File: config.mk
export PLATFORM = sky130hd
export DESIGN_NAME = axi_line_master_flat
export DESIGN_NICKNAME = d
export VERILOG_FILES = /design/src/rtl/axi_line_master_pkg.sv /design/src/rtl/axi_line_master_if.sv /design/src/rtl/axi_burst_counter.sv /design/src/rtl/axi_line_master.sv /design/src/flat_wrapper.sv
export SDC_FILE = /design/constraint.sdc
export NUM_CORES = 1
export LEC_CHECK = 0
export CORE_AREA = 10 10 206 208
export DETAILED_ROUTE_END_ITERATION = 7
export DIE_AREA = 0 0 216 218
export PLACE_DENSITY_LB_ADDON = 0.3
export SETUP_SLACK_MARGIN = 0.4
export SYNTH_ARGS = -nofsm -noshare
export SYNTH_HDL_FRONTEND = slang
export SYNTH_SLANG_ARGS = --single-unit
File: constraint.sdc
create_clock -name clk -period 3.2 [get_ports clk]
set_input_delay 0.32 -clock clk [delete_from_list [all_inputs] [get_ports clk]]
set_output_delay 0.32 -clock clk [all_outputs]
set_load 0.005 [all_outputs]
File: src/rtl/axi_line_master_pkg.sv
// Shared AXI encodings and the state types of the line master's read and write engines.
package axi_line_master_pkg;

    typedef enum logic [1:0] {
        OKAY   = 2'b00,
        EXOKAY = 2'b01,
        SLVERR = 2'b10,
        DECERR = 2'b11
    } axi_resp_t;

    localparam logic [1:0] AXI_BURST_INCR = 2'b01;

    typedef enum logic [1:0] {R_IDLE, R_ADDR, R_DATA, R_DONE} line_rd_state_t;
    typedef enum logic [2:0] {W_IDLE, W_ADDR, W_DATA, W_RESP, W_DONE} line_wr_state_t;

endpackage

File: src/rtl/axi_line_master_if.sv
// AXI3/4 channel bundle between the line master and one crossbar slave port.
interface axi_line_master_if #(
    parameter int ADDR_W = 32,
    parameter int DATA_W = 32
);
    logic [3:0]          arid;
    logic [ADDR_W-1:0]   araddr;
    logic [7:0]          arlen;
    logic [2:0]          arsize;
    logic [1:0]          arburst;
    logic                arlock;
    logic [3:0]          arcache;
    logic [2:0]          arprot;
    logic                arvalid, arready;

    logic [3:0]          rid;
    logic [DATA_W-1:0]   rdata;
    logic [1:0]          rresp;
    logic                rlast, rvalid, rready;

    logic [3:0]          awid;
    logic [ADDR_W-1:0]   awaddr;
    logic [7:0]          awlen;
    logic [2:0]          awsize;
    logic [1:0]          awburst;
    logic                awlock;
    logic [3:0]          awcache;
    logic [2:0]          awprot;
    logic                awvalid, awready;

    logic [3:0]          wid;
    logic [DATA_W-1:0]   wdata;
    logic [DATA_W/8-1:0] wstrb;
    logic                wlast, wvalid, wready;

    logic [3:0]          bid;
    logic [1:0]          bresp;
    logic                bvalid, bready;

    modport master (
        output arid, araddr, arlen, arsize, arburst, arlock, arcache, arprot, arvalid,
        input  arready,
        input  rid, rdata, rresp, rlast, rvalid,
        output rready,
        output awid, awaddr, awlen, awsize, awburst, awlock, awcache, awprot, awvalid,
        input  awready,
        output wid, wdata, wstrb, wlast, wvalid,
        input  wready,
        input  bid, bresp, bvalid,
        output bready
    );

    modport slave (
        input  arid, araddr, arlen, arsize, arburst, arlock, arcache, arprot, arvalid,
        output arready,
        output rid, rdata, rresp, rlast, rvalid,
        input  rready,
        input  awid, awaddr, awlen, awsize, awburst, awlock, awcache, awprot, awvalid,
        output awready,
        input  wid, wdata, wstrb, wlast, wvalid,
        output wready,
        output bid, bresp, bvalid,
        input  bready
    );
endinterface

File: src/rtl/axi_burst_counter.sv
// Beat counter for one burst engine: cleared on accept, stepped per handshake,
// flags the beat whose index equals the burst length.
module axi_burst_counter #(
    parameter int CNT_W = 3,
    parameter int IDX_W = 2
) (
    input  logic             clk,
    input  logic             reset,
    input  logic             clear,
    input  logic             inc,
    input  logic [CNT_W-1:0] last_idx,
    output logic [IDX_W-1:0] idx,
    output logic             last
);
    logic [CNT_W-1:0] cnt;

    always_ff @(posedge clk) begin
        if (reset || clear) cnt <= '0;
        else if (inc)       cnt <= cnt + 1'b1;
    end

    assign idx  = cnt[IDX_W-1:0];
    assign last = (cnt == last_idx);
endmodule

File: src/rtl/axi_line_master.sv
// Single-ID AXI burst engine: independent line-refill read and line-writeback write,
// each optionally a single uncached beat with caller-supplied size/strobe.
module axi_line_master
    import axi_line_master_pkg::*;
#(
    parameter int         ADDR_W     = 32,
    parameter int         DATA_W     = 32,
    parameter int         LINE_WORDS = 4,
    parameter logic [3:0] AXI_ID     = 4'd0
) (
    input  logic                         clk,
    input  logic                         reset,
    input  logic                         rd_req,
    input  logic                         rd_uncached,
    input  logic [2:0]                   rd_size,
    input  logic [ADDR_W-1:0]            rd_addr,
    output logic                         rd_rdy,
    output logic                         rd_valid,
    output logic                         rd_err,
    output logic [LINE_WORDS*DATA_W-1:0] rd_data,
    input  logic                         wr_req,
    input  logic                         wr_uncached,
    input  logic [2:0]                   wr_size,
    input  logic [DATA_W/8-1:0]          wr_strb,
    input  logic [ADDR_W-1:0]            wr_addr,
    input  logic [LINE_WORDS*DATA_W-1:0] wr_data,
    output logic                         wr_rdy,
    output logic                         wr_done,
    output logic                         wr_err,
    axi_line_master_if.master            axi
);
    localparam int         CNT_W     = $clog2(LINE_WORDS) + 1;
    localparam int         IDX_W     = (LINE_WORDS > 1) ? $clog2(LINE_WORDS) : 1;
    localparam int         STRB_W    = DATA_W / 8;
    localparam logic [7:0] LINE_LEN  = 8'(LINE_WORDS - 1);
    localparam logic [2:0] FULL_SIZE = 3'($clog2(STRB_W));

    // ---------------- read engine ----------------
    line_rd_state_t                     rd_state, rd_next;
    logic [ADDR_W-1:0]                  rd_addr_q;
    logic [2:0]                         rd_size_q;
    logic                               rd_unc_q, rd_err_q;
    logic [LINE_WORDS-1:0][DATA_W-1:0]  rd_line;
    logic [7:0]                         rd_len;
    logic [IDX_W-1:0]                   rd_idx;
    logic                               rd_last, rd_accept, rd_beat;

    assign rd_len    = rd_unc_q ? 8'd0 : LINE_LEN;
    assign rd_accept = rd_req && (rd_state == R_IDLE);
    assign rd_beat   = (rd_state == R_DATA) && axi.rvalid;

    axi_burst_counter #(.CNT_W(CNT_W), .IDX_W(IDX_W)) u_rd_cnt (
        .clk(clk), .reset(reset), .clear(rd_accept), .inc(rd_beat),
        .last_idx(rd_len[CNT_W-1:0]), .idx(rd_idx), .last(rd_last)
    );

    always_ff @(posedge clk) begin
        if (reset) rd_state <= R_IDLE;
        else       rd_state <= rd_next;
    end

    always_comb begin
        rd_next     = rd_state;
        rd_rdy      = 1'b0;
        rd_valid    = 1'b0;
        axi.arvalid = 1'b0;
        axi.rready  = 1'b0;
        case (rd_state)
            R_IDLE: begin rd_rdy = 1'b1; if (rd_req) rd_next = R_ADDR; end
            R_ADDR: begin axi.arvalid = 1'b1; if (axi.arready) rd_next = R_DATA; end
            // an early rlast ends the burst; a missing one is cut off at arlen
            R_DATA: begin
                axi.rready = 1'b1;
                if (axi.rvalid && (rd_last || axi.rlast)) rd_next = R_DONE;
            end
            R_DONE: begin rd_valid = 1'b1; rd_next = R_IDLE; end
            default: rd_next = R_IDLE;
        endcase
    end

    always_ff @(posedge clk) begin
        if (reset) begin
            rd_addr_q <= '0;
            rd_size_q <= '0;
            rd_unc_q  <= 1'b0;
            rd_err_q  <= 1'b0;
            rd_line   <= '0;
        end else if (rd_accept) begin
            rd_addr_q <= rd_addr;
            rd_size_q <= rd_size;
            rd_unc_q  <= rd_uncached;
            rd_err_q  <= 1'b0;
            rd_line   <= '0;
        end else if (rd_beat) begin
            rd_line[rd_idx] <= axi.rdata;
            if (axi.rresp != OKAY || axi.rid != AXI_ID || axi.rlast != rd_last)
                rd_err_q <= 1'b1;
        end
    end

    assign rd_err      = rd_valid && rd_err_q;
    assign rd_data     = rd_line;
    assign axi.arid    = AXI_ID;
    assign axi.araddr  = rd_addr_q;
    assign axi.arlen   = rd_len;
    assign axi.arsize  = rd_unc_q ? rd_size_q : FULL_SIZE;
    assign axi.arburst = AXI_BURST_INCR;
    assign axi.arlock  = 1'b0;
    assign axi.arcache = rd_unc_q ? 4'h0 : 4'hF;
    assign axi.arprot  = 3'b000;

    // ---------------- write engine ----------------
    line_wr_state_t                     wr_state, wr_next;
    logic [ADDR_W-1:0]                  wr_addr_q;
    logic [2:0]                         wr_size_q;
    logic [STRB_W-1:0]                  wr_strb_q;
    logic                               wr_unc_q, wr_err_q;
    logic [LINE_WORDS-1:0][DATA_W-1:0]  wr_line;
    logic [7:0]                         wr_len;
    logic [IDX_W-1:0]                   wr_idx;
    logic                               wr_last, wr_accept, wr_beat;

    assign wr_len    = wr_unc_q ? 8'd0 : LINE_LEN;
    assign wr_accept = wr_req && (wr_state == W_IDLE);
    assign wr_beat   = (wr_state == W_DATA) && axi.wready;

    axi_burst_counter #(.CNT_W(CNT_W), .IDX_W(IDX_W)) u_wr_cnt (
        .clk(clk), .reset(reset), .clear(wr_accept), .inc(wr_beat),
        .last_idx(wr_len[CNT_W-1:0]), .idx(wr_idx), .last(wr_last)
    );

    always_ff @(posedge clk) begin
        if (reset) wr_state <= W_IDLE;
        else       wr_state <= wr_next;
    end

    always_comb begin
        wr_next     = wr_state;
        wr_rdy      = 1'b0;
        wr_done     = 1'b0;
        axi.awvalid = 1'b0;
        axi.wvalid  = 1'b0;
        axi.bready  = 1'b0;
        case (wr_state)
            W_IDLE: begin wr_rdy = 1'b1; if (wr_req) wr_next = W_ADDR; end
            W_ADDR: begin axi.awvalid = 1'b1; if (axi.awready) wr_next = W_DATA; end
            W_DATA: begin axi.wvalid = 1'b1; if (axi.wready && wr_last) wr_next = W_RESP; end
            W_RESP: begin axi.bready = 1'b1; if (axi.bvalid) wr_next = W_DONE; end
            W_DONE: begin wr_done = 1'b1; wr_next = W_IDLE; end
            default: wr_next = W_IDLE;
        endcase
    end

    always_ff @(posedge clk) begin
        if (reset) begin
            wr_addr_q <= '0;
            wr_size_q <= '0;
            wr_strb_q <= '0;
            wr_unc_q  <= 1'b0;
            wr_err_q  <= 1'b0;
            wr_line   <= '0;
        end else if (wr_accept) begin
            wr_addr_q <= wr_addr;
            wr_size_q <= wr_size;
            wr_strb_q <= wr_strb;
            wr_unc_q  <= wr_uncached;
            wr_err_q  <= 1'b0;
            wr_line   <= wr_data;
        end else if (wr_state == W_RESP && axi.bvalid) begin
            wr_err_q  <= (axi.bresp != OKAY) || (axi.bid != AXI_ID);
        end
    end

    assign wr_err      = wr_done && wr_err_q;
    assign axi.awid    = AXI_ID;
    assign axi.awaddr  = wr_addr_q;
    assign axi.awlen   = wr_len;
    assign axi.awsize  = wr_unc_q ? wr_size_q : FULL_SIZE;
    assign axi.awburst = AXI_BURST_INCR;
    assign axi.awlock  = 1'b0;
    assign axi.awcache = wr_unc_q ? 4'h0 : 4'hF;
    assign axi.awprot  = 3'b000;
    assign axi.wid     = AXI_ID;
    assign axi.wdata   = wr_line[wr_idx];
    assign axi.wstrb   = wr_unc_q ? wr_strb_q : {STRB_W{1'b1}};
    assign axi.wlast   = wr_last;
endmodule

File: src/flat_wrapper.sv
// flat-port wrapper written by rule: the top's interface ports become plain ports
module axi_line_master_flat import axi_line_master_pkg::*;
#(
    parameter int         ADDR_W     = 32,
    parameter int         DATA_W     = 32,
    parameter int         LINE_WORDS = 4,
    parameter logic [3:0] AXI_ID     = 4'd0
)
  (clk, reset, rd_req, rd_uncached, rd_size, rd_addr, rd_rdy, rd_valid, rd_err, rd_data, wr_req, wr_uncached, wr_size, wr_strb, wr_addr, wr_data, wr_rdy, wr_done, wr_err, axi_arid, axi_araddr, axi_arlen, axi_arsize, axi_arburst, axi_arlock, axi_arcache, axi_arprot, axi_arvalid, axi_arready, axi_rid, axi_rdata, axi_rresp, axi_rlast, axi_rvalid, axi_rready, axi_awid, axi_awaddr, axi_awlen, axi_awsize, axi_awburst, axi_awlock, axi_awcache, axi_awprot, axi_awvalid, axi_awready, axi_wid, axi_wdata, axi_wstrb, axi_wlast, axi_wvalid, axi_wready, axi_bid, axi_bresp, axi_bvalid, axi_bready);
  axi_line_master_if #(.ADDR_W(ADDR_W), .DATA_W(DATA_W)) axi_i ();
  input  logic clk;
  input  logic reset;
  input  logic rd_req;
  input  logic rd_uncached;
  input  logic [2:0] rd_size;
  input  logic [ADDR_W-1:0] rd_addr;
  output logic rd_rdy;
  output logic rd_valid;
  output logic rd_err;
  output logic [LINE_WORDS*DATA_W-1:0] rd_data;
  input  logic wr_req;
  input  logic wr_uncached;
  input  logic [2:0] wr_size;
  input  logic [DATA_W/8-1:0] wr_strb;
  input  logic [ADDR_W-1:0] wr_addr;
  input  logic [LINE_WORDS*DATA_W-1:0] wr_data;
  output logic wr_rdy;
  output logic wr_done;
  output logic wr_err;
  output wire logic [$bits(axi_i.arid)-1:0] axi_arid;
  output wire logic [$bits(axi_i.araddr)-1:0] axi_araddr;
  output wire logic [$bits(axi_i.arlen)-1:0] axi_arlen;
  output wire logic [$bits(axi_i.arsize)-1:0] axi_arsize;
  output wire logic [$bits(axi_i.arburst)-1:0] axi_arburst;
  output wire logic [$bits(axi_i.arlock)-1:0] axi_arlock;
  output wire logic [$bits(axi_i.arcache)-1:0] axi_arcache;
  output wire logic [$bits(axi_i.arprot)-1:0] axi_arprot;
  output wire logic [$bits(axi_i.arvalid)-1:0] axi_arvalid;
  input wire logic [$bits(axi_i.arready)-1:0] axi_arready;
  input wire logic [$bits(axi_i.rid)-1:0] axi_rid;
  input wire logic [$bits(axi_i.rdata)-1:0] axi_rdata;
  input wire logic [$bits(axi_i.rresp)-1:0] axi_rresp;
  input wire logic [$bits(axi_i.rlast)-1:0] axi_rlast;
  input wire logic [$bits(axi_i.rvalid)-1:0] axi_rvalid;
  output wire logic [$bits(axi_i.rready)-1:0] axi_rready;
  output wire logic [$bits(axi_i.awid)-1:0] axi_awid;
  output wire logic [$bits(axi_i.awaddr)-1:0] axi_awaddr;
  output wire logic [$bits(axi_i.awlen)-1:0] axi_awlen;
  output wire logic [$bits(axi_i.awsize)-1:0] axi_awsize;
  output wire logic [$bits(axi_i.awburst)-1:0] axi_awburst;
  output wire logic [$bits(axi_i.awlock)-1:0] axi_awlock;
  output wire logic [$bits(axi_i.awcache)-1:0] axi_awcache;
  output wire logic [$bits(axi_i.awprot)-1:0] axi_awprot;
  output wire logic [$bits(axi_i.awvalid)-1:0] axi_awvalid;
  input wire logic [$bits(axi_i.awready)-1:0] axi_awready;
  output wire logic [$bits(axi_i.wid)-1:0] axi_wid;
  output wire logic [$bits(axi_i.wdata)-1:0] axi_wdata;
  output wire logic [$bits(axi_i.wstrb)-1:0] axi_wstrb;
  output wire logic [$bits(axi_i.wlast)-1:0] axi_wlast;
  output wire logic [$bits(axi_i.wvalid)-1:0] axi_wvalid;
  input wire logic [$bits(axi_i.wready)-1:0] axi_wready;
  input wire logic [$bits(axi_i.bid)-1:0] axi_bid;
  input wire logic [$bits(axi_i.bresp)-1:0] axi_bresp;
  input wire logic [$bits(axi_i.bvalid)-1:0] axi_bvalid;
  output wire logic [$bits(axi_i.bready)-1:0] axi_bready;
  assign axi_arid = axi_i.arid;
  assign axi_araddr = axi_i.araddr;
  assign axi_arlen = axi_i.arlen;
  assign axi_arsize = axi_i.arsize;
  assign axi_arburst = axi_i.arburst;
  assign axi_arlock = axi_i.arlock;
  assign axi_arcache = axi_i.arcache;
  assign axi_arprot = axi_i.arprot;
  assign axi_arvalid = axi_i.arvalid;
  assign axi_i.arready = axi_arready;
  assign axi_i.rid = axi_rid;
  assign axi_i.rdata = axi_rdata;
  assign axi_i.rresp = axi_rresp;
  assign axi_i.rlast = axi_rlast;
  assign axi_i.rvalid = axi_rvalid;
  assign axi_rready = axi_i.rready;
  assign axi_awid = axi_i.awid;
  assign axi_awaddr = axi_i.awaddr;
  assign axi_awlen = axi_i.awlen;
  assign axi_awsize = axi_i.awsize;
  assign axi_awburst = axi_i.awburst;
  assign axi_awlock = axi_i.awlock;
  assign axi_awcache = axi_i.awcache;
  assign axi_awprot = axi_i.awprot;
  assign axi_awvalid = axi_i.awvalid;
  assign axi_i.awready = axi_awready;
  assign axi_wid = axi_i.wid;
  assign axi_wdata = axi_i.wdata;
  assign axi_wstrb = axi_i.wstrb;
  assign axi_wlast = axi_i.wlast;
  assign axi_wvalid = axi_i.wvalid;
  assign axi_i.wready = axi_wready;
  assign axi_i.bid = axi_bid;
  assign axi_i.bresp = axi_bresp;
  assign axi_i.bvalid = axi_bvalid;
  assign axi_bready = axi_i.bready;
  axi_line_master #(.ADDR_W(ADDR_W), .DATA_W(DATA_W), .LINE_WORDS(LINE_WORDS), .AXI_ID(AXI_ID)) u_core (.clk(clk), .reset(reset), .rd_req(rd_req), .rd_uncached(rd_uncached), .rd_size(rd_size), .rd_addr(rd_addr), .rd_rdy(rd_rdy), .rd_valid(rd_valid), .rd_err(rd_err), .rd_data(rd_data), .wr_req(wr_req), .wr_uncached(wr_uncached), .wr_size(wr_size), .wr_strb(wr_strb), .wr_addr(wr_addr), .wr_data(wr_data), .wr_rdy(wr_rdy), .wr_done(wr_done), .wr_err(wr_err), .axi(axi_i));
endmodule
== Word-level counts from Yosys, hierarchy flattened ==
Cells that the tools add are included.

* Add/subtract/negate cells: 2
* Multipliers: 0
* Divide/modulo/power cells: 0
* $lt $le $gt $ge: 3
* Equal/unequal tests: 17
* Shifts and indexed selects: 0
* Muxes and demuxes: 30
* Bitwise operators: 0
* Reduce and logical (&&, ||, !) cells: 27

{| class="wikitable"
|+ Operators with widths
! cell !! count
|-
| 128-bit bitwise mux || 1
|-
| 32-bit binary-select mux with 2-bit select || 1
|-
| 32-bit demux with 2-bit select || 1
|-
| 32-bit two-way mux || 2
|-
| 3-bit two-way mux || 6
|-
| 2-bit inequality test, second input constant || 7
|-
| 4-bit two-way mux || 3
|-
| 3-bit case mux with 4 select lines || 1
|-
| 1-bit logical AND || 10
|-
| 2-bit two-way mux || 5
|-
| 1-bit two-way mux || 9
|-
| 2-bit case mux with 4 select lines || 1
|-
| 4-bit nonzero test || 2
|-
| 3-bit by 1-bit adder with 3-bit output, second input constant || 2
|-
| 3-bit by 2-bit == test with 1-bit output, second input constant || 2
|-
| 3-bit == test || 2
|-
| 1-bit logical OR || 6
|-
| 2-bit by 3-bit less-than comparator with 1-bit output, second input constant || 2
|-
| 2-bit == test, second input constant || 2
|-
| 4-bit AND reduction || 1
|-
| 2-bit nonzero test || 2
|-
| 2-bit OR reduction || 2
|-
| 3-bit by 1-bit == test with 1-bit output, second input constant || 1
|-
| 3-bit == test, second input constant || 1
|-
| other kinds (7) || 7
|}

* Register bits: 345
* Bits in latches: 0
* Bits in writable memories: 0
* Memory bits (read-only): 0
* Input port bits: 258
* Output and inout port bits: 294
* Logic and storage cells: 100
* Memories: 0

== Longest topological paths before layout ==
Gate-level depths: netlist (run 1).

* Word-level depth: 6
* Gate-level depth with buffers: 9

== Modules after synthesis ==
A second synthesis (run 1) with hierarchy kept.

* Cell total of the unflattened synthesis: 1540
* Area total of the unflattened synthesis: 13215.2 um^2

{| class="wikitable"
|+ Modules (own cells, without submodules)
! module !! times used !! cells each !! area each (um^2)
|-
| axi_line_master || 1 || 1506 || 12859.8
|-
| axi_burst_counter || 2 || 17 || 177.7
|}

== Worst setup path after synthesis (run 1) ==
No wires, ideal clock.

* Path type: register -> register
* From: register u_core.rd_state[0]
* To: register u_core.rd_line, in the netlist u_core.rd_data[100]
* Arrival time: 1.605 ns
* Data required time: 3.130 ns
* Path slack: 1.525 ns
* Cell stages (with the launch flop): 9
* Buffers on the path: 2
* Period minus slack after synthesis: 1.675 ns
* Cells stage by stage: dfxtp_1 -> inv_1 -> ha_1 -> and2_1 -> clkbuf_1 -> nand2_1 -> clkbuf_1 -> nand2_1 -> a21oi_1

* Cells in the longest elaborated chain, start to end: 3
* Elaborated cells between the ends (all ways): 5
* Those cells by class: eq/ne: 1; reduce/logical: 4

{| class="wikitable"
|+ RTL lines
! item !! line !! text
|-
| start, declared || axi_line_master.sv:39 || <nowiki>line_rd_state_t rd_state, rd_next;</nowiki>
|-
| start signal, assigned || axi_line_master.sv:59 || <nowiki>else rd_state <= rd_next;</nowiki>
|-
| 2-bit logical NOT || axi_line_master.sv:49 || <nowiki>assign rd_accept = rd_req && (rd_state == R_IDLE);</nowiki>
|-
| 1-bit logical AND || axi_line_master.sv:49 ||
|-
| 2-bit OR reduction (no source line) || -- ||
|-
| end signal, assigned by index || axi_line_master.sv:95 || <nowiki>rd_line[rd_idx] <= axi.rdata;</nowiki>
|-
| end, declared || axi_line_master.sv:43 || <nowiki>logic [LINE_WORDS-1:0][DATA_W-1:0] rd_line;</nowiki>
|}

Several ways; a longest one is shown, not always the timed one.
A chain may end at the register's enable or synchronous reset.

== Final worst setup path (run 1) ==
* From: register u_core.u_wr_cnt.cnt[0]
* To: output axi_wdata[29]

* Cells in the longest elaborated chain, start to end: 2

{| class="wikitable"
|+ RTL lines
! item !! line !! text
|-
| start, declared || axi_burst_counter.sv:15 || <nowiki>logic [CNT_W-1:0] cnt;</nowiki>
|-
| start signal, assigned || axi_burst_counter.sv:19 || <nowiki>else if (inc) cnt <= cnt + 1'b1;</nowiki>
|-
| 32-bit binary-select mux with 2-bit select || axi_line_master.sv:184 || <nowiki>assign axi.wdata = wr_line[wr_idx];</nowiki>
|-
| 32-bit two-way mux (implied by the code) || axi_line_master.sv:184 ||
|-
| end, declared || flat_wrapper.sv:57 || <nowiki>output wire logic [$bits(axi_i.wdata)-1:0] axi_wdata;</nowiki>
|}

No other way between the ends. The select of a mux whose other input is x is not followed.

==> results of run 1 <==
[power groups by stage]
stage                     registers, mW  logic (mW)  clock network (mW)
after global placement             4.85        2.03                   0
after floorplan                    4.81        1.03                   0
after CTS                          4.77        2.06                4.49
after global routing               4.80        2.24                4.67
after detailed placement           4.86        2.05                   0
final                              4.77        2.04                4.41
[worst max-delay path: stages, from the launching register on]
cell and delay (ns):
dfxtp_2 0.32, buf_4 0.38, mux4_2 0.57, clkdlybuf4s50_1 0.49
[area by class of cell]
| class | count | area share (%) |
|---|---|---|
| clock buffers | 63 | 5.97 |
| inverters | 8 | 0.151 |
| well taps | 518 | 3.26 |
| flip-flops and latches | 345 | 34.8 |
| diodes | 6 | 0.0755 |
| multi-input cells | 1156 | 28.4 |
| clock inverters | 6 | 0.353 |
| repair buffers | 534 | 27.0 |
[flip-flops by register name (all words and copies together) (netlist names)]
| signal | flops |
|---|---|
| u_core.wr_strb_q | 4 |
| u_core.rd_size_q | 3 |
| u_core.axi.awaddr | 32 |
| u_core.wr_size_q | 3 |
| u_core.rd_data | 128 |
| u_core.rd_state | 2 |
| u_core.wr_err_q | 1 |
| u_core.axi.araddr | 32 |
| u_core.rd_err_q | 1 |
| u_core.wr_unc_q | 1 |
| u_core.u_wr_cnt.cnt | 3 |
| u_core.wr_state | 3 |
| u_core.wr_line | 128 |
| u_core.u_rd_cnt.cnt | 3 |
| u_core.rd_unc_q | 1 |
[placed cells by master, fill, tap and decap left out, types with 3 or more instances in the layout]
cell type / count
a21oi_1: 335
and2_1: 8
and3_1: 4
buf_12: 5
buf_4: 14
clkbuf_1: 13
clkbuf_16: 40
clkbuf_8: 10
clkdlybuf4s50_1: 514
clkinv_2: 3
conb_1: 36
dfxtp_1: 343
diode_2: 6
ha_1: 10
inv_1: 8
mux4_2: 32
nand2_1: 677
nand2b_1: 8
nor2_1: 7
nor3_1: 8
nor3b_1: 3
nor4_1: 3
xnor2_1: 3
[per-layer routing]
layer / share of wire, % / wire, µm
met1: 40 / 21000
met2: 49 / 25700
met3: 8.4 / 4410
met4: 2.5 / 1330
met5: 0 / 0
[cell usage after synthesis, drive strengths merged, types with 3 or more instances]
| cell type | count | area, µm² |
|---|---|---|
| nand2 | 678 | 2540 |
| dfxtp | 345 | 6910 |
| a21oi | 336 | 1690 |
| buf | 103 | 688 |
| clkbuf | 66 | 248 |
| mux4 | 32 | 721 |
| ha | 10 | 125 |
| and2 | 9 | 56.3 |
| nand2b | 9 | 56.3 |
| nor3 | 9 | 56.3 |
| inv | 8 | 30.0 |
| nor2 | 7 | 26.3 |
| and3 | 4 | 25.0 |
| nor3b | 3 | 22.5 |
| nor4 | 3 | 18.8 |
| xnor2 | 3 | 26.3 |
[metrics by stage]
step / std cells / hold slack [ns] / utilization, %
6_report: 2636 / 0.223 / 51.9
5_1_grt: 2635 / 0.242 / 51.9
4_1_cts: 2630 / 0.210 / 51.9
3_5_place_dp: 2561 / 0.443 / 48.6
3_3_place_gp: 2561 / 0.438 / 48.6
2_1_floorplan: 1678 / 0.431 / -
[final timing paths]
path	from	end	slack (ns)	cells past startpoint
worst min-delay path	reset	u_core.wr_line[11]	0.22	2
worst max register to register	u_core.rd_state[0]	u_core.rd_data[67]	1.15	7
worst max-delay path	u_core.u_wr_cnt.cnt[0]	axi_wdata[29]	0.53	3
worst min register to register	u_core.rd_size_q[2]	u_core.rd_size_q[2]	0.45	2
[cells by family after synthesis]
kind of cell | Yosys count | synth area share (%)
and+or+nand+nor | 731 | 21.5
xor gates and xnor gates | 4 | 0.262
buffers and inverters | 177 | 7.22
DFF | 345 | 51.6
muxes | 34 | 5.54
adders and majority gates | 10 | 0.935
AOI/OAI and AO/OA | 341 | 12.9
other | 2 | 0.0561
[timing repair]
action                                  in CTS  in global routing
endpoints found under the setup margin      33                  0
gates resized for setup                      1                  0
hold buffers                                 0                  0
buffers inserted                             0                  0
==> flow_summary.ini, run 1 <==
[pwr]
power_switching_mw = 3.02
p_int_mw = 8.19
switching_share_pct = 26.9
seq_power_share_pct = 42.5
pwr-share-clk_pct = 39.3
p_total_mw = 11.2
p_comb_share_pct = 18.2
cellPowerDensity_mw_per_mm2 = 564
p_leak_nw = 6.99
ir_worst_vdd_uv = 422

[cells_and_area]
area_growth_syn_to_layout_pct = 48.6
nets = 2352
multi_input_area_mm2 = 0.00565
fin_area_mm2 = 0.0199
layout-drive-gt1-share_pct = 5.49
fill_cells = 3604
seq_area_mm2 = 0.00691

[sta]
skew_ns = 0.0179
finalSetupViolations = 0
rsz0062_at_grt = false
max_freq_ghz = 0.374
drv_slew = 0
post-route-min-period_ns = 2.67
finalHoldViolations = 0
tightestPinTransition_ns = 0.860
setup-tns-final_ns = 0
finalCritPeriodShare_pct = 83.5
fin_ws_ns = 0.527
slew_headroom_pct = 42.7

[clock_network]
insertion_delay_ns = 0.55
cts_sinks = 345
clk_pin_slew_ns = 0.06
htree_num_levels = 2
numCtsBuffers = 39
cts_tree = done
clk_path_buf_depth = 3
root_buffer = clkbuf_16

[global_route]
grt_max_degree = 146
use_met1_pct = 24.8
first_global_vias = 12268
use_met3_pct = 7.07
grt-ovfl-total = 0
grt_first_pass_wirelength_um = 77300
grtUsageMet2_pct = 35.2
grt_most_used_layer = met2
antenna_found_initial = 6
grt_usage_pct = 21.1

[placed_design]
dpl.hpwl_um = 37900
portBuffers = 515
placed_area_mm2 = 0.0186
gp_congestion = 0.831
pre_cts_ws_ns = 0.906

[synth]
synth_area_mm2 = 0.0134
yosysUniqueCellTypes = 36
yosysWarnings = 0
syn_area_per_cell_um2 = 8.14
async_flop_share_pct = 0
syn_inst = 1644
synth_seq_cells = 345
synthFlopType = dfxtp_1
synth_edf_count = 0
yosysSeqAreaShare_pct = 51.6

[floorplan]
rows = 72
dieArea_mm2 = 0.0471
die_width_um = 216
dieHeight_um = 218
ios = 552
core_area_mm2 = 0.0383
initial_core_util_pct = 34.9

[detailed_routing]
vias = 12624
via_per_inst = 4.79
wire_per_inst_um = 19.9
wirelength_um = 52400
drt-initial-drc-count = 952
drc = 0
first_pass_iters = 5
final_antenna_net_count = 0

[setup_path]
critPathArrivalTime_ns = 2.35
crit_required_ns = 2.88
path_class = reg2out
start_kind = flop
worst-path-max-fanout = 20
cp-end-kind = output pin

[min_path]
hold_path_class = in2reg

[job]
drv_cap = 0

[status]
status = completed
Power figures use the tool's default switching activity.
==> run 2: changes to the inputs <==
CORE_AREA = 10 10 208 210   (was 10 10 206 208)
DIE_AREA = 0 0 218 220   (was 0 0 216 218)
clock period = 2.35 ns   (was 3.2 ns; I/O delays follow)
==> run 2 against run 1 <==
Critical endpoint is now u_core.wr_state[0]. Global-route usage fell by 0.077 points. Routed wire length rose by 2.1%. Die area rose by 1.9%. Cell count rose by 2.4%. Clock power rose by 43%. Non-clock buffer count rose by 49.
==> flow_summary.ini, run 2 (same netlist as run 1, synthesis figures left out) <==
[placed_design]
pre_cts_ws_ns = 0.233
dpl.hpwl_um = 38300
portBuffers = 515
dp_cells = 2577
gp_congestion = 0.858

[pwr]
p_comb_share_pct = 18.5
switching_share_pct = 26.7
p_int_mw = 11.5
pwr-share-clk_pct = 40.1
seq_power_share_pct = 41.4
ir_worst_vdd_uv = 598
cellPowerDensity_mw_per_mm2 = 762
p_leak_nw = 7.50
power_switching_mw = 4.20
p_total_mw = 15.7

[min_path]
worstHoldEndpoint = u_core.wr_line[115]
holdPathStages = 2
hold_path_class = in2reg
hold_path.startpoint = reset

[setup_path]
path_class = reg2reg
cp-end-kind = flop
reg2reg_setup_slack_ns = 0.12
critPathArrivalTime_ns = 2.67
start_kind = flop
crit_slowest_cell = or3b_4
r2r-start = u_core.u_wr_cnt.cnt[0]
worst-path-max-fanout = 6
crit_chain = buf_6 -> buf_8 -> buf_6 -> or3b_4 -> a21oi_2 -> buf_4 -> buf_6 -> buf_6 -> buf_6 -> buf_4 -> buf_4 -> nand2_2 -> a221oi_2
reg2reg_depth = 13
reg2reg_to = u_core.wr_state[0]
cpMostUsedCell = buf_6
crit_required_ns = 2.79
worst_path_largest_cell_delay_ns = 0.38

[cells_and_area]
fill_cells = 3686
final_cell_mix = nand2_1, clkdlybuf4s50_1, a21oi_1, dfxtp_1, clkbuf_16
nets = 2400
layout-drive-gt1-share_pct = 10.3
final_common_cell = nand2_1
final_cell_count_no_fill = 2698
area_growth_syn_to_layout_pct = 54.0

[job]
drv_cap = 0

[detailed_routing]
wire_per_inst_um = 19.8
wirelength_um = 53500
final_antenna_net_count = 0
drt-initial-drc-count = 873
first_pass_iters = 5
vias = 13018
drc = 0
via_per_inst = 4.83

[clock_network]
numCtsBuffers = 38
cts_tree = done
insertion_delay_ns = 0.55
clk_pin_slew_ns = 0.06
root_buffer = clkbuf_16
cts_sinks = 345
clk_path_buf_depth = 3
htree_num_levels = 2

[sta]
rsz0062_at_grt = true
finalCritPeriodShare_pct = 94.8
fin_ws_ns = 0.123
slew_headroom_pct = 64.7
post-route-min-period_ns = 2.23
setup-tns-final_ns = 0
skew_ns = 0.0218
drv_slew = 0
max_freq_ghz = 0.449
tightestPinTransition_ns = 0.529
finalSetupViolations = 0
finalHoldViolations = 0

[floorplan]
dieArea_mm2 = 0.0480
initial_core_util_pct = 34.1
die_width_um = 218
ios = 552
dieHeight_um = 220
rows = 73
core_area_mm2 = 0.0393

[global_route]
first_global_vias = 12652
grt_max_degree = 114
grt_usage_pct = 21.0
antenna_found_initial = 12
grt_first_pass_wirelength_um = 78200
grt-ovfl-total = 0

[status]
status = completed
[run 2: changes by cell type in the layout (fill, tap and decap cells not counted), moves of 4 or more]
cell,before,now
dfxtp_4,1,7
diode_2,6,12
buf_8,0,4
clkinv_2,3,7
buf_4,14,32
dfxtp_1,343,335
clkdlybuf4s50_1,514,470
clkbuf_1,13,8
dlygate4sd2_1,0,9
buf_16,0,4
buf_12,5,13
bufinv_16,1,5
buf_6,1,33
buf_2,0,16
[run 2: stage by stage]
step	utilization, %	hold slack (ns)	cell area, µm²
after floorplan	-	0.371	13500
after global placement	47.8	0.439	18800
after detailed placement	47.8	0.442	18800
after CTS	52.0	0.0117	20400
after global routing	52.4	0.0410	20600
final	52.5	0.0407	20600
[run 2: repair_timing]
item / 4_1_cts / 5_1_grt
hold buffers: 0 / 0
pin swaps: 2 / 4
gates resized for setup: 188 / 26
cloned: 3 / 0
endpoints found under the setup margin: 71 / 61
buffers inserted: 30 / 7
[run 2: how the worst max path moves through the flow]
stage	from	to	slack, ns	depth (start not counted)
floorplan	u_core.rd_state[0]	u_core.rd_data[100]	0.67	8
global placement	u_core.u_wr_cnt.cnt[1]	axi_wdata[30]	0.25	2
detailed placement	u_core.u_wr_cnt.cnt[1]	axi_wdata[21]	0.23	2
CTS	u_core.u_wr_cnt.cnt[0]	axi_wlast	0.14	6
global route	u_core.u_wr_cnt.cnt[0]	u_core.wr_state[0]	0.09	13
finish	u_core.u_wr_cnt.cnt[0]	u_core.wr_state[0]	0.12	13
[run 2: metal layers]
layer / vias up / share of wire (%) / track usage (%)
li1: 6250 / - / -
met1: 6183 / 39 / 24.2
met2: 493 / 48 / 34.9
met3: 88 / 9.3 / 7.53
met4: 4 / 2.9 / 8.49
met5: - / 0.043 / 0
[run 2: area by class of cell]
class                   instances  area (µm²)  area share [%]
clock inverters                15         225            1.09
flip-flops and latches        345        6940            33.7
clock buffers                  54        1100            5.35
multi-input cells            1156        5690            27.6
diodes                         12        30.0           0.146
well taps                     525         657            3.19
repair buffers                583        5930            28.8
inverters                       8        33.8           0.164
[run 2: worst max-delay path, delay by kind of cell, from the launching register on]
kind                   cells  cell delay [ns]
buffers and inverters      9             0.92
AND/OR/NAND/NOR            2             0.43
AO/OA/AOI/OAI              2             0.40
flip-flops                 1             0.37
[run 2: power by group through the flow]
stage / clock network [mW] / registers [mW] / logic [mW]
after global placement: 0 / 6.60 / 2.83
after floorplan: 0 / 6.55 / 1.41
final: 6.30 / 6.50 / 2.90
after global routing: 6.68 / 6.53 / 3.18
after CTS: 6.44 / 6.49 / 2.89
after detailed placement: 0 / 6.62 / 2.86
